## config.mk

```make
export PLATFORM = sky130hd
export DESIGN_NAME = alu_op_issuer
export DESIGN_NICKNAME = d
export VERILOG_FILES = /design/src/rtl/alu_pkg.sv /design/src/rtl/alu_rsp_fifo.sv /design/src/rtl/alu_op_issuer.sv
export SDC_FILE = /design/constraint.sdc
export NUM_CORES = 1
export LEC_CHECK = 0
export CORE_MARGIN = 2
export CORE_UTILIZATION = 44
export CTS_CLUSTER_SIZE = 25
export DETAILED_ROUTE_END_ITERATION = 6
export PLACE_DENSITY = 0.77
export SLEW_MARGIN = 20
export SYNTH_ARGS = -nofsm -noshare
export SYNTH_HDL_FRONTEND = slang
export SYNTH_SLANG_ARGS = --single-unit
```

## constraint.sdc

```tcl
create_clock -name clk -period 1.75 [get_ports clk]
set_clock_uncertainty 0.15 [all_clocks]
set_input_delay 0.2625 -clock clk [delete_from_list [all_inputs] [get_ports clk]]
set_output_delay 0.2625 -clock clk [all_outputs]
set_load 0.05 [all_outputs]
```

## src/rtl/alu_pkg.sv

```systemverilog
// alu_pkg -- shared definitions for the ALU operation issuer.
//   Function-code constants (0..8) and the largest legal code FSEL_MAX.
//   Datapath widths: DATA_W (operand), SREG_W (ALU status), FSEL_W (function code).
//   state_t: issuer FSM states.
//   fsel_legal(): true when a function code names a real ALU operation.
package alu_pkg;

  localparam int DATA_W = 8;
  localparam int SREG_W = 4;
  localparam int FSEL_W = 4;
  localparam int CNT_W  = 4;

  localparam logic [FSEL_W-1:0] FN_NOP   = 4'd0;
  localparam logic [FSEL_W-1:0] FN_ADD   = 4'd1;
  localparam logic [FSEL_W-1:0] FN_SUB   = 4'd2;
  localparam logic [FSEL_W-1:0] FN_MUL   = 4'd3;
  localparam logic [FSEL_W-1:0] FN_AND   = 4'd4;
  localparam logic [FSEL_W-1:0] FN_OR    = 4'd5;
  localparam logic [FSEL_W-1:0] FN_XOR   = 4'd6;
  localparam logic [FSEL_W-1:0] FN_SHL   = 4'd7;
  localparam logic [FSEL_W-1:0] FN_SHR   = 4'd8;
  localparam logic [FSEL_W-1:0] FSEL_MAX = FN_SHR;

  typedef enum logic {
    IDLE   = 1'b0,
    SETTLE = 1'b1
  } state_t;

  function automatic logic fsel_legal(input logic [FSEL_W-1:0] fsel);
    return (fsel <= FSEL_MAX);
  endfunction

endpackage

```

## src/rtl/alu_rsp_fifo.sv

```systemverilog
// alu_rsp_fifo -- two-entry first-in first-out response buffer.
//   clk, rst_n : clock, asynchronous active-low reset (clears storage and count)
//   push, din  : write din when push is high
//   pop        : drop the head entry (ignored when empty)
//   dout       : head entry (entry 0 always holds the oldest response)
//   count      : number of valid entries, 0..2
module alu_rsp_fifo #(
  parameter int W = 21
) (
  input  logic         clk,
  input  logic         rst_n,
  input  logic         push,
  input  logic         pop,
  input  logic [W-1:0] din,
  output logic [W-1:0] dout,
  output logic [1:0]   count
);

  logic [W-1:0] ent0;
  logic [W-1:0] ent1;
  logic         pop_ok;
  logic         push_ok;

  // A push into a full buffer is only taken when the head leaves in the same cycle.
  assign pop_ok  = pop && (count != 2'd0);
  assign push_ok = push && ((count != 2'd2) || pop_ok);
  assign dout    = ent0;

  always_ff @(posedge clk or negedge rst_n) begin
    if (!rst_n) begin
      ent0  <= '0;
      ent1  <= '0;
      count <= 2'd0;
    end else begin
      case ({push_ok, pop_ok})
        2'b10: begin
          if (count == 2'd0) ent0 <= din;
          else               ent1 <= din;
          count <= count + 2'd1;
        end
        2'b01: begin
          ent0  <= ent1;
          count <= count - 2'd1;
        end
        2'b11: begin
          // Head leaves; the new entry lands behind whatever remains.
          if (count == 2'd1) begin
            ent0 <= din;
          end else begin
            ent0 <= ent1;
            ent1 <= din;
          end
        end
        default: ;
      endcase
    end
  end

endmodule

```

## src/rtl/alu_op_issuer.sv

```systemverilog
// alu_op_issuer -- issues one operation at a time to an external structural ALU,
// waits SETTLE_CYCLES clocks for it to settle, then queues the result.
//   clk, rst_n                 : clock, asynchronous active-low reset
//   cmd_valid/cmd_ready        : command handshake; cmd_a, cmd_b, cmd_fsel carry it
//   alu_a, alu_b, alu_fsel     : registered operand/function drive to the ALU
//   alu_hi, alu_lo, alu_sreg   : ALU result halves and status
//   rsp_valid/rsp_ready        : response handshake from the 2-entry buffer
//   rsp_result, rsp_sreg       : {hi,lo} result and status of the head response
//   rsp_err                    : head response came from an illegal function code
//   busy                       : an operation is settling
module alu_op_issuer
  import alu_pkg::*;
#(
  parameter int SETTLE_CYCLES = 2,
  parameter int DATA_W        = alu_pkg::DATA_W
) (
  input  logic                clk,
  input  logic                rst_n,
  input  logic                cmd_valid,
  output logic                cmd_ready,
  input  logic [DATA_W-1:0]   cmd_a,
  input  logic [DATA_W-1:0]   cmd_b,
  input  logic [FSEL_W-1:0]   cmd_fsel,
  output logic [DATA_W-1:0]   alu_a,
  output logic [DATA_W-1:0]   alu_b,
  output logic [FSEL_W-1:0]   alu_fsel,
  input  logic [DATA_W-1:0]   alu_hi,
  input  logic [DATA_W-1:0]   alu_lo,
  input  logic [SREG_W-1:0]   alu_sreg,
  output logic                rsp_valid,
  input  logic                rsp_ready,
  output logic [2*DATA_W-1:0] rsp_result,
  output logic [SREG_W-1:0]   rsp_sreg,
  output logic                rsp_err,
  output logic                busy
);

  localparam int RSP_W = 2*DATA_W + SREG_W + 1;
  // Counter counts down to zero; the push happens on the edge it is seen at zero.
  localparam logic [CNT_W-1:0] SETTLE_LOAD = CNT_W'(SETTLE_CYCLES - 1);

  state_t             state;
  logic [CNT_W-1:0]   cnt;
  logic               rdy_en;
  logic               accept;
  logic               legal;
  logic               push;
  logic               pop;
  logic [RSP_W-1:0]   push_data;
  logic [RSP_W-1:0]   fifo_dout;
  logic [1:0]         fifo_count;

  // rdy_en keeps cmd_ready low throughout reset and for the edge that releases it.
  assign cmd_ready = rdy_en && (state == IDLE) && (fifo_count < 2'd2);
  assign accept    = cmd_valid && cmd_ready;
  assign legal     = fsel_legal(cmd_fsel);
  assign busy      = (state == SETTLE);

  // Only one push source can be active: illegal accepts happen in IDLE,
  // settled results are captured in SETTLE.
  assign push = (accept && !legal) || ((state == SETTLE) && (cnt == '0));
  assign pop  = rsp_valid && rsp_ready;

  always_comb begin
    push_data = {{(RSP_W-1){1'b0}}, 1'b1};
    if (state == SETTLE) push_data = {alu_hi, alu_lo, alu_sreg, 1'b0};
  end

  always_ff @(posedge clk or negedge rst_n) begin
    if (!rst_n) begin
      state    <= IDLE;
      cnt      <= '0;
      alu_a    <= '0;
      alu_b    <= '0;
      alu_fsel <= '0;
      rdy_en   <= 1'b0;
    end else begin
      rdy_en <= 1'b1;
      case (state)
        IDLE: begin
          if (accept && legal) begin
            alu_a    <= cmd_a;
            alu_b    <= cmd_b;
            alu_fsel <= cmd_fsel;
            cnt      <= SETTLE_LOAD;
            state    <= SETTLE;
          end
        end
        SETTLE: begin
          if (cnt == '0) state <= IDLE;
          else           cnt   <= cnt - 1'b1;
        end
        default: state <= IDLE;
      endcase
    end
  end

  alu_rsp_fifo #(
    .W (RSP_W)
  ) u_rsp_fifo (
    .clk   (clk),
    .rst_n (rst_n),
    .push  (push),
    .pop   (pop),
    .din   (push_data),
    .dout  (fifo_dout),
    .count (fifo_count)
  );

  assign rsp_valid = (fifo_count != 2'd0);
  assign {rsp_result, rsp_sreg, rsp_err} = fifo_dout;

endmodule
```

==> results of run 1 <==
flip-flops by register name, summed over array words and instances (netlist names), 2 cells and up:
name              flops
alu_a                 8
alu_b                 8
alu_fsel              4
cnt                   4
u_rsp_fifo.count      2
u_rsp_fifo.dout      21
u_rsp_fifo.ent1      21
layout make-up:
class,count,share of cell area (%)
clock inverters,6,1.60
flip-flops and latches,70,32.5
clock buffers,10,2.36
multi-input cells,167,33.2
repair buffers,140,26.6
inverters,18,1.39
well taps,99,2.30
cell families (layout without fill, tap and decap cells):
| logic type | count (synthesis) | after routing | synth area share (%) |
|---|---|---|---|
| AOI/OAI and AO/OA | 51 | 51 | 13.0 |
| and+or+nand+nor | 62 | 63 | 10.3 |
| buffers and inverters | 38 | 174 | 5.68 |
| xor gates and xnor gates | 3 | 3 | 0.795 |
| DFF | 70 | 70 | 53.0 |
| muxes | 45 | 45 | 15.6 |
| other | 1 | 1 | 0.113 |
| adders and majority gates | 4 | 4 | 1.51 |
worst paths after layout:
| kind | start | endpoint | slack, ns | cells after the start |
|---|---|---|---|---|
| worst max-delay path | cnt[0] | u_rsp_fifo.ent1[6] | -0.20 | 7 |
| worst min-delay path | rst_n | alu_b[4] | 0.20 | 2 |
| worst max register to register | cnt[0] | u_rsp_fifo.ent1[6] | -0.20 | 7 |
| worst min register to register | alu_b[7] | alu_b[7] | 0.36 | 1 |
| max in group asynchronous | rst_n | u_rsp_fifo.count[1] | 0.69 | 3 |
| min in group clk | alu_b[7] | alu_b[7] | 0.36 | 1 |
power by group through the flow:
stage,registers (uW),clock network [uW],logic [uW]
finish,2840,1430,6100
CTS,2770,1430,5610
global placement,2750,0,4900
floorplan,4400,0,1730
global route,2920,1520,6380
detailed placement,2780,0,4990
critical path: cells and delay by family (launching register included):
kind,cells,cell delay [ns]
AND/OR/NAND/NOR,2,0.48
adder cells (fa/ha/maj),1,0.12
buffers and inverters,2,0.20
flip-flops,1,0.40
multiplexers,1,0.37
AO/OA/AOI/OAI,1,0.12
Yosys cell counts (all sizes together):
cell type	n	share of area (%)
o221ai	1	0.27
or3b	1	0.27
mux2	30	11
nor3b	1	0.23
a21oi	2	0.42
o21ai	2	0.30
a32oi	1	0.27
ha	4	1.5
and2	10	1.9
nand2	16	1.8
inv	18	2.0
nor2	1	0.11
and4bb	2	0.76
a2bb2oi	32	8.5
clkbuf	6	0.68
conb	1	0.11
a22oi	8	1.8
nand3	26	4.3
nor2b	2	0.38
nor3	1	0.15
dfrtp	70	53
nand2b	2	0.38
a21o	3	0.91
xnor2	3	0.80
buf	14	3.0
o21ba	1	0.30
mux2i	15	4.5
o31a	1	0.27
through the flow:
| step | std cells | total power (uW) | setup TNS [ns] |
|---|---|---|---|
| finish | 510 | 10400 | -6.52 |
| global route | 510 | 10800 | -10.76 |
| CTS | 502 | 9810 | -5.43 |
| detailed placement | 472 | 7770 | -19.16 |
| global placement | 472 | 7650 | -16.29 |
| floorplan | 274 | 6130 | -5.33 |
timing repair:
action	CTS	global route
gates cloned	4	4
setup buffers	9	6
hold buffers	1	0
pin swaps	15	14
setup endpoints to repair	48	69
gates resized for setup	49	52
hold endpoints to repair	24	0
per-layer routing:
layer / track usage, % / up-vias
met1: 28.1 / 1399
li1: - / 1247
met3: 4.51 / 12
met4: 8.97 / 0
met5: 0 / -
met2: 38.4 / 74
==> metrics.cfg, run 1 <==
[drt]
m1WireLength_um = 4160
drtPass1Iterations = 4
ant_nets = 0
drt_iter0_drc = 117
post-route-drc-count = 0
detail_route.wl_per_cell_um = 18.6
drt-total-wl_um = 9500
met2WireLength_um = 4880
num_vias = 2732
avgViaCountPerCell = 5.36
dr_wl_met3_um = 336
top_layer_used = met4

[job]
max-cap-violations = 0

[min_path]
hold_class = in2async

[pwr]
peakVddDrop_mv = 0.899
comb_power_share_pct = 58.8
p_seq_share_pct = 27.4
p_sw_share_pct = 43.7
p_clk_share_pct = 13.8
p_switching_uw = 4530
p_int_uw = 5840
cellPowerDensity_nw_per_um2 = 1920
leakage_uw = 0.00245

[cells_and_area]
utilization_pct = 74.4
layout_common_cells = 69 x dfrtp_1, 67 x buf_4, 42 x clkdlybuf4s50_1
final_cell_area_um2 = 5400
register_area_um2 = 1750
drive_above_1_share_pct = 51.1
final_common_cell = dfrtp_1
multi_input_area_um2 = 1790
area_growth_pct = 63.3
diodes = 0
fillers = 465
final_nets = 454

[critical_path]
critical_path.max_stage_delay_ns = 0.40
worst_ep_arrival_time_ns = 2.04
criticalPathCategory = reg2reg
cp_cell_sequence = inv_2 > ha_4 > and4bb_2 > buf_6 > a21o_4 > nand3_4 > mux2_4
worst_setup_path_end_kind = flop
path_max_fanout = 7
cp.required_ns = 1.84
startpoint_type = flop
cp_slowest_cell = dfrtp_1

[sta]
worst_slack_ns = -0.204
period_share_pct = 112
finalHoldViolCount = 0
period_minus_slack_ns = 1.95
drv_slew = 0
rsz0062_at_grt = yes
finalSetupViolCount = 67
holdWs_ns = 0.199
max_freq_mhz = 512

[grt]
antenna_found_initial = 0
grt_max_degree = 47
grt_remaining_overflow = 0
grt_usage_pct = 22.5
grt_pass1_vias = 2943
grt_pass1_wl_um = 14600

[place]
place_hpwl_um = 5330
numPortBuffers = 87
dp_slack_ns = -0.491
placed_area_um2 = 4440
place.gp.congestion = 0.771

[synthesis]
yosysWarnings = 0
synthCells = 274
synth_area_um2 = 3300
synth.distinct_cells = 34
synth.avg_cell_area_um2 = 12.1
syn_nets = 322
ys_ff_latch = 70
yosysSeqAreaShare_pct = 53.0

[die]
io_pins = 88
rows = 31
core_um2 = 7250
die_x_um = 90.7
die_area_um2 = 8220
die_h_um = 90.7
initial_utilization_pct = 45.6

[clock_tree]
cts_buffers = 9
clockBufferDepth = 2
root_buffer = clkbuf_8
cts_sinks = 70
clk_latency_ns = 0.35
cts_max_level = 3
cts_tree = built
clk_pin_slew_ns = 0.08

[status]
violations = negative setup slack
status = complete, but fails checks

Power figures use the tool's default switching activity.
==> run 2: changes to the inputs <==
CORE_MARGIN = 8   (was 2)
SKIP_LAST_GASP = 1   (was default)
==> metrics.cfg, run 2 (synthesis gave the netlist of run 1 again) <==
[cells_and_area]
final_nets = 455  ; was 454
diodes = 0  ; unchanged
utilization_pct = 75.3  ; was 74.4%
layout_common_cells = 69 x dfrtp_1, 67 x buf_4, 42 x clkdlybuf4s50_1  ; unchanged
area_growth_pct = 65.4  ; was 63.3%
drive_above_1_share_pct = 51.2  ; was 51.1%
fillers = 454  ; was 465
final_common_cell = dfrtp_1  ; unchanged

[drt]
avgViaCountPerCell = 5.52  ; was 5.36
detail_route.wl_per_cell_um = 20.3  ; was 18.6 um
num_vias = 2820  ; was 2732
drt-total-wl_um = 10400  ; was 9500 um
drtPass1Iterations = 4  ; unchanged
ant_nets = 0  ; unchanged
post-route-drc-count = 0  ; unchanged
drt_iter0_drc = 127  ; was 117

[grt]
grt_usage_pct = 19.4  ; was 22.5%
grt_remaining_overflow = 0  ; unchanged
grt_pass1_vias = 3058  ; was 2943
grt_pass1_wl_um = 15600  ; was 14600 um
antenna_found_initial = 0  ; unchanged
grt_busiest_layer = met2  ; unchanged
met3_usage_pct = 4.59  ; was 4.51%
grt_max_degree = 41  ; was 47
use_met1_pct = 22.8  ; was 28.1%
use_met2_pct = 32.3  ; was 38.4%

[place]
numPortBuffers = 87  ; unchanged
dp_slack_ns = -0.399  ; was -0.491 ns
place.gp.congestion = 0.804  ; was 0.771
place_hpwl_um = 5840  ; was 5330 um

[sta]
finalHoldViolCount = 0  ; unchanged
holdWs_ns = 0.247  ; was 0.199 ns
period_minus_slack_ns = 1.97  ; was 1.95 ns
period_share_pct = 113  ; was 112%
drv_slew = 0  ; unchanged
finalSetupViolCount = 66  ; was 67
worst_slack_ns = -0.223  ; was -0.204 ns
max_freq_mhz = 507  ; was 512 MHz
rsz0062_at_grt = yes  ; unchanged

[die]
die_x_um = 103  ; was 90.7 um
core_um2 = 7250  ; unchanged
io_pins = 88  ; unchanged
die_area_um2 = 10500  ; was 8220 um2
rows = 31  ; unchanged
initial_utilization_pct = 45.6  ; unchanged
die_h_um = 103  ; was 90.7 um

[clock_tree]
root_buffer = clkbuf_8  ; unchanged
clockBufferDepth = 2  ; unchanged
cts_tree = built  ; unchanged
cts_buffers = 9  ; unchanged
cts_max_level = 3  ; unchanged
clk_pin_slew_ns = 0.08  ; about the same
cts_sinks = 70  ; unchanged
clk_latency_ns = 0.34  ; was 0.35 ns

[pwr]
p_total_uw = 10500  ; was 10400 uW
p_sw_share_pct = 43.6  ; was 43.7%
comb_power_share_pct = 60.4  ; was 58.8%
leakage_uw = 0.00246  ; was 0.00245 uW
p_seq_share_pct = 26.9  ; was 27.4%
p_clk_share_pct = 12.8  ; was 13.8%
p_switching_uw = 4590  ; was 4530 uW
cellPowerDensity_nw_per_um2 = 1930  ; was 1920 nW/um2
p_int_uw = 5930  ; was 5840 uW
peakVddDrop_mv = 0.945  ; was 0.899 mV

[critical_path]
worst_setup_path_end_kind = flop  ; unchanged
cp.required_ns = 1.85  ; was 1.84 ns
cp_common_cell = buf_12
path_buf_inv = 4  ; was 2
worst_ep_arrival_time_ns = 2.08  ; was 2.04 ns
critical_path.max_stage_delay_ns = 0.36  ; was 0.40 ns
path_max_fanout = 9  ; was 7
crit_family = compound AO/OA/AOI/OAI gates  ; was simple AND/OR/NAND/NOR gates
cp_cell_sequence = inv_2 > ha_4 > and4bb_2 > buf_6 > a21oi_4 > buf_12 > buf_12 > a22oi_1 > a2bb2oi_1  ; was inv_2 > ha_4 > and4bb_2 > buf_6 > a21o_4 > nand3_4 > mux2_4
cp_slowest_cell = dfrtp_1  ; unchanged
startpoint_type = flop  ; unchanged
criticalPathCategory = reg2reg  ; unchanged

[min_path]
hold_class = in2async  ; unchanged

[job]
max-cap-violations = 0  ; unchanged

[status]
violations = negative setup slack  ; unchanged
status = complete, but fails checks  ; unchanged

-- run 2: changes by cell type in the layout (fill, tap and decap cells not counted), moves of 2 or more --
cell and delta:
a2bb2oi_1 -4, a2bb2oi_2 +4, buf_12 +2, buf_16 +2
buf_6 -2, clkbuf_16 -2, clkbuf_8 +2, nand2b_1 +2
nand3_1 +2, nand3_2 -2
-- run 2: final timing paths --
path	startpoint	to	slack, ns	cells past startpoint
max in group asynchronous	rst_n	u_rsp_fifo.count[0]	0.63	3
min	rst_n	u_rsp_fifo.dout[5]	0.25	2
min in group clk	alu_a[1]	alu_a[1]	0.36	1
max reg2reg	cnt[0]	u_rsp_fifo.dout[5]	-0.22	9
min reg2reg	alu_a[1]	alu_a[1]	0.36	1
max	cnt[0]	u_rsp_fifo.dout[5]	-0.22	9
-- run 2: power groups by stage --
stage          Sequential, uW  Combinational, uW  Clock [uW]
6_report                 2830               6350        1340
3_3_place_gp             2730               5000           0
3_5_place_dp             2760               5080           0
5_1_grt                  2910               6620        1420
4_1_cts                  2760               5930        1360
2_1_floorplan            4400               1730           0
-- run 2: routing by layer --
metal  wire length, um  vias up
met4               256        0
met2              5360      117
met1              4020     1429
met3               739       20
met5                 0        -
li1                  -     1254
-- run 2: final cells by class --
type | instances | area [um2] | area share (%)
clock buffer | 13 | 159 | 2.91
clock inverter | 3 | 42.5 | 0.779
inverter | 18 | 72.6 | 1.33
multi-input combinational | 167 | 1820 | 33.3
sequential | 70 | 1750 | 32.1
tap | 99 | 124 | 2.27
timing repair buffer | 141 | 1490 | 27.3
-- run 2: timing repair --
item / CTS / global route
hold buffers: 1 / 0
buffers inserted: 11 / 4
cloned: 7 / 1
endpoints found under the hold margin: 30 / 0
resized for setup: 60 / 41
pin swaps: 21 / 15
setup endpoints to repair: 47 / 67
-- run 2: through the flow --
step                      instances  instance area (um2)  TNS, ns
after floorplan                 274                 3380    -5.33
final                           511                 5460    -7.48
after global routing            511                 5460   -10.69
after CTS                       507                 5220    -5.98
after detailed placement        474                 4480   -20.43
after global placement          474                 4480   -17.12
==> variant, RTL diff (config.mk and constraints of run 1) <==
`CNT_W`: 4 -> 3.
--- a/src/rtl/alu_pkg.sv
+++ b/src/rtl/alu_pkg.sv
@@ -8,7 +8,7 @@
   localparam int DATA_W = 8;
   localparam int SREG_W = 4;
   localparam int FSEL_W = 4;
-  localparam int CNT_W  = 4;
+  localparam int CNT_W  = 3;
 
   localparam logic [FSEL_W-1:0] FN_NOP   = 4'd0;
   localparam logic [FSEL_W-1:0] FN_ADD   = 4'd1;
Check against the original RTL: same outputs for any inputs over 4 cycles, from zero or initial values and one cycle with rst_n low; that may be too few to reach the edited logic, so the function may still have changed.
==> variant against run 1 <==
  * The run still ends with setup timing left
  * Worst setup slack better by 0.030 ns
  * Via count is 2.0% lower
  * Sequential cell count is 1 lower
  * Routed wire length is 15% lower
  * Synthesized area is 2.5% lower
  * Final area is 10% lower
  * Total power hardly changed
  * Register-to-register slack better by 0.06 ns
  * Largest cell class is now sequential cells
==> variant: results (changes against run 1) <==
| Metric | Value |
|---|---|
| Setup TNS | `-2.60 ns (+3.93 ns)` |
| GR Util met2 | `33.2% (-5.1 points)` |
| Layout clock area frac | `5.10% (+1.1 points)` |
| Crit-path max FO | `4 (-3)` |
| Register area share after synthesis | `53.6% (+0.56 points)` |
| Beginning of the critical path | `u_rsp_fifo.count[1]` |
| First-pass GRT wire length | `12700 um (-13%)` |
| Multi-input combinational area share | `30.1% (-3.1 points)` |
| Fillers | `516 (+11%)` |
| Buffers excl. clock | `128 (-8.6%)` |
| Final nets | `467 (+2.9%)` |
| Met1 Resource Use GR | `27.4% (-0.73 points)` |
| Met3 global-route usage | `4.66% (+0.15 points)` |
| Top delay family on crit path | `buffers and inverters` |
| Critical R2R Capture | `u_rsp_fifo.count[1]` |
| Synth unique cells | `33 (-2.9%)` |
| CP Capture Point | `rsp_valid` |
| Register area | `1730 um2 (-1.4%)` |
| RR Startpoint | `cnt[1]` |
| GPL Wtd Cong | `0.855 (+11%)` |
| Inverters | `21 (+3)` |
| Dpl hpwl | `5290 um (-0.78%)` |
| Gr usage total | `21.0% (-1.6 points)` |
| Outcome | `finished with violations` |
| CP max stage delay | `0.43 ns (+0.03 ns)` |
| Final Setup Violations | `34 (-49%)` |
| CTS Buf Count | `9 (unchanged)` |
| Iter 0 DRT Violations | `138 (+18%)` |
| Multi-input gate count | `189 (+13%)` |
| Met1 WL | `3460 um (-17%)` |
| Via count | `2676 (-2.0%)` |
| Leading cell types by count after synthesis | `dfrtp_1 (69), nand3_1 (36), nand2_1 (22)` |
| Critical path's slowest cell | `dfrtp_2` |
| Met3 Wirelength | `389 um (+16%)` |
| Largest net degree at the start of global routing | `39 (-17%)` |
| Vias in the first global route | `2578 (-12%)` |
| Top post-synthesis cells by area | `dfrtp_1 (54%), mux2_2 (7.3%), nand3_1 (5.6%)` |
| Clock-pin slew on the worst setup and hold paths | `0.07 ns` |
| R2r worst-path depth | `7 (unchanged)` |
| Peak supply drop | `0.000880 V (-2.2%)` |
| Wire per inst | `15.4 um (-17%)` |
| WP data arrival | `1.51 ns (-0.53 ns)` |
| Syn nets | `346 (+7.5%)` |
| P_leak | `2.22 nW (-9.4%)` |
| R2R setup slack | `-0.14 ns (+0.06 ns)` |
| Non-clock buffer share | `24.9% (-1.7 points)` |
| Met2 WL post-DR | `4050 um (-17%)` |
| Failing checks | `setup timing` |
| Hold Crit Class | `in -> async` |
| Setup ws final | `-0.173 ns (+0.0305 ns)` |
| CTS Sinks | `69 (-1.4%)` |
-- variant: changes by cell type after synthesis, moves of 4 or more --
cell / before / now
nand2_1: 16 / 22
a2bb2oi_1: 32 / 0
o21ai_0: 2 / 6
a31oi_1: 0 / 20
nand3_1: 25 / 36
a22oi_1: 8 / 1
nor2_1: 1 / 21
-- variant: logic make-up (layout without fill, tap and decap cells) --
group / Yosys count / count (layout) / share of synthesized area, %
AO/OA/AOI/OAI: 37 / 37 / 7.57
adder cells (fa/ha/maj): 5 / 5 / 1.94
AND/OR/NAND/NOR: 99 / 100 / 15.1
buffers and inverters: 40 / 165 / 5.71
multiplexers: 44 / 44 / 15.4
flip-flops: 69 / 69 / 53.6
XOR/XNOR: 2 / 2 / 0.544
other: 1 / 1 / 0.116
-- variant: where the power goes --
part | switching, mW | internal (mW) | total, mW
Sequential | 0.424 | 2.34 | 2.77
Combinational | 3.58 | 2.40 | 5.98
Clock | 0.629 | 0.983 | 1.61
-- variant: timing repair --
item / in CTS / in global routing
gates resized for setup: 17 / 17
endpoints found under the hold margin: 36 / 0
hold buffers: 1 / 0
setup endpoints to repair: 44 / 61
pin swaps: 2 / 4
setup buffers: 6 / 1
cloned: 1 / 0
-- variant: through the flow --
stage | hold WS, ns | power (mW) | setup WS (ns) | area, um2 | cells
6_report | 0.251 | 10.4 | -0.173 | 4860 | 522
5_1_grt | 0.309 | 10.9 | -0.215 | 4860 | 522
4_1_cts | 0.278 | 10.1 | -0.141 | 4770 | 521
3_5_place_dp | 0.109 | 8.26 | -0.492 | 4390 | 497
3_3_place_gp | 0.106 | 8.12 | -0.364 | 4390 | 497
2_1_floorplan | -0.183 | 6.48 | -0.106 | 3330 | 297
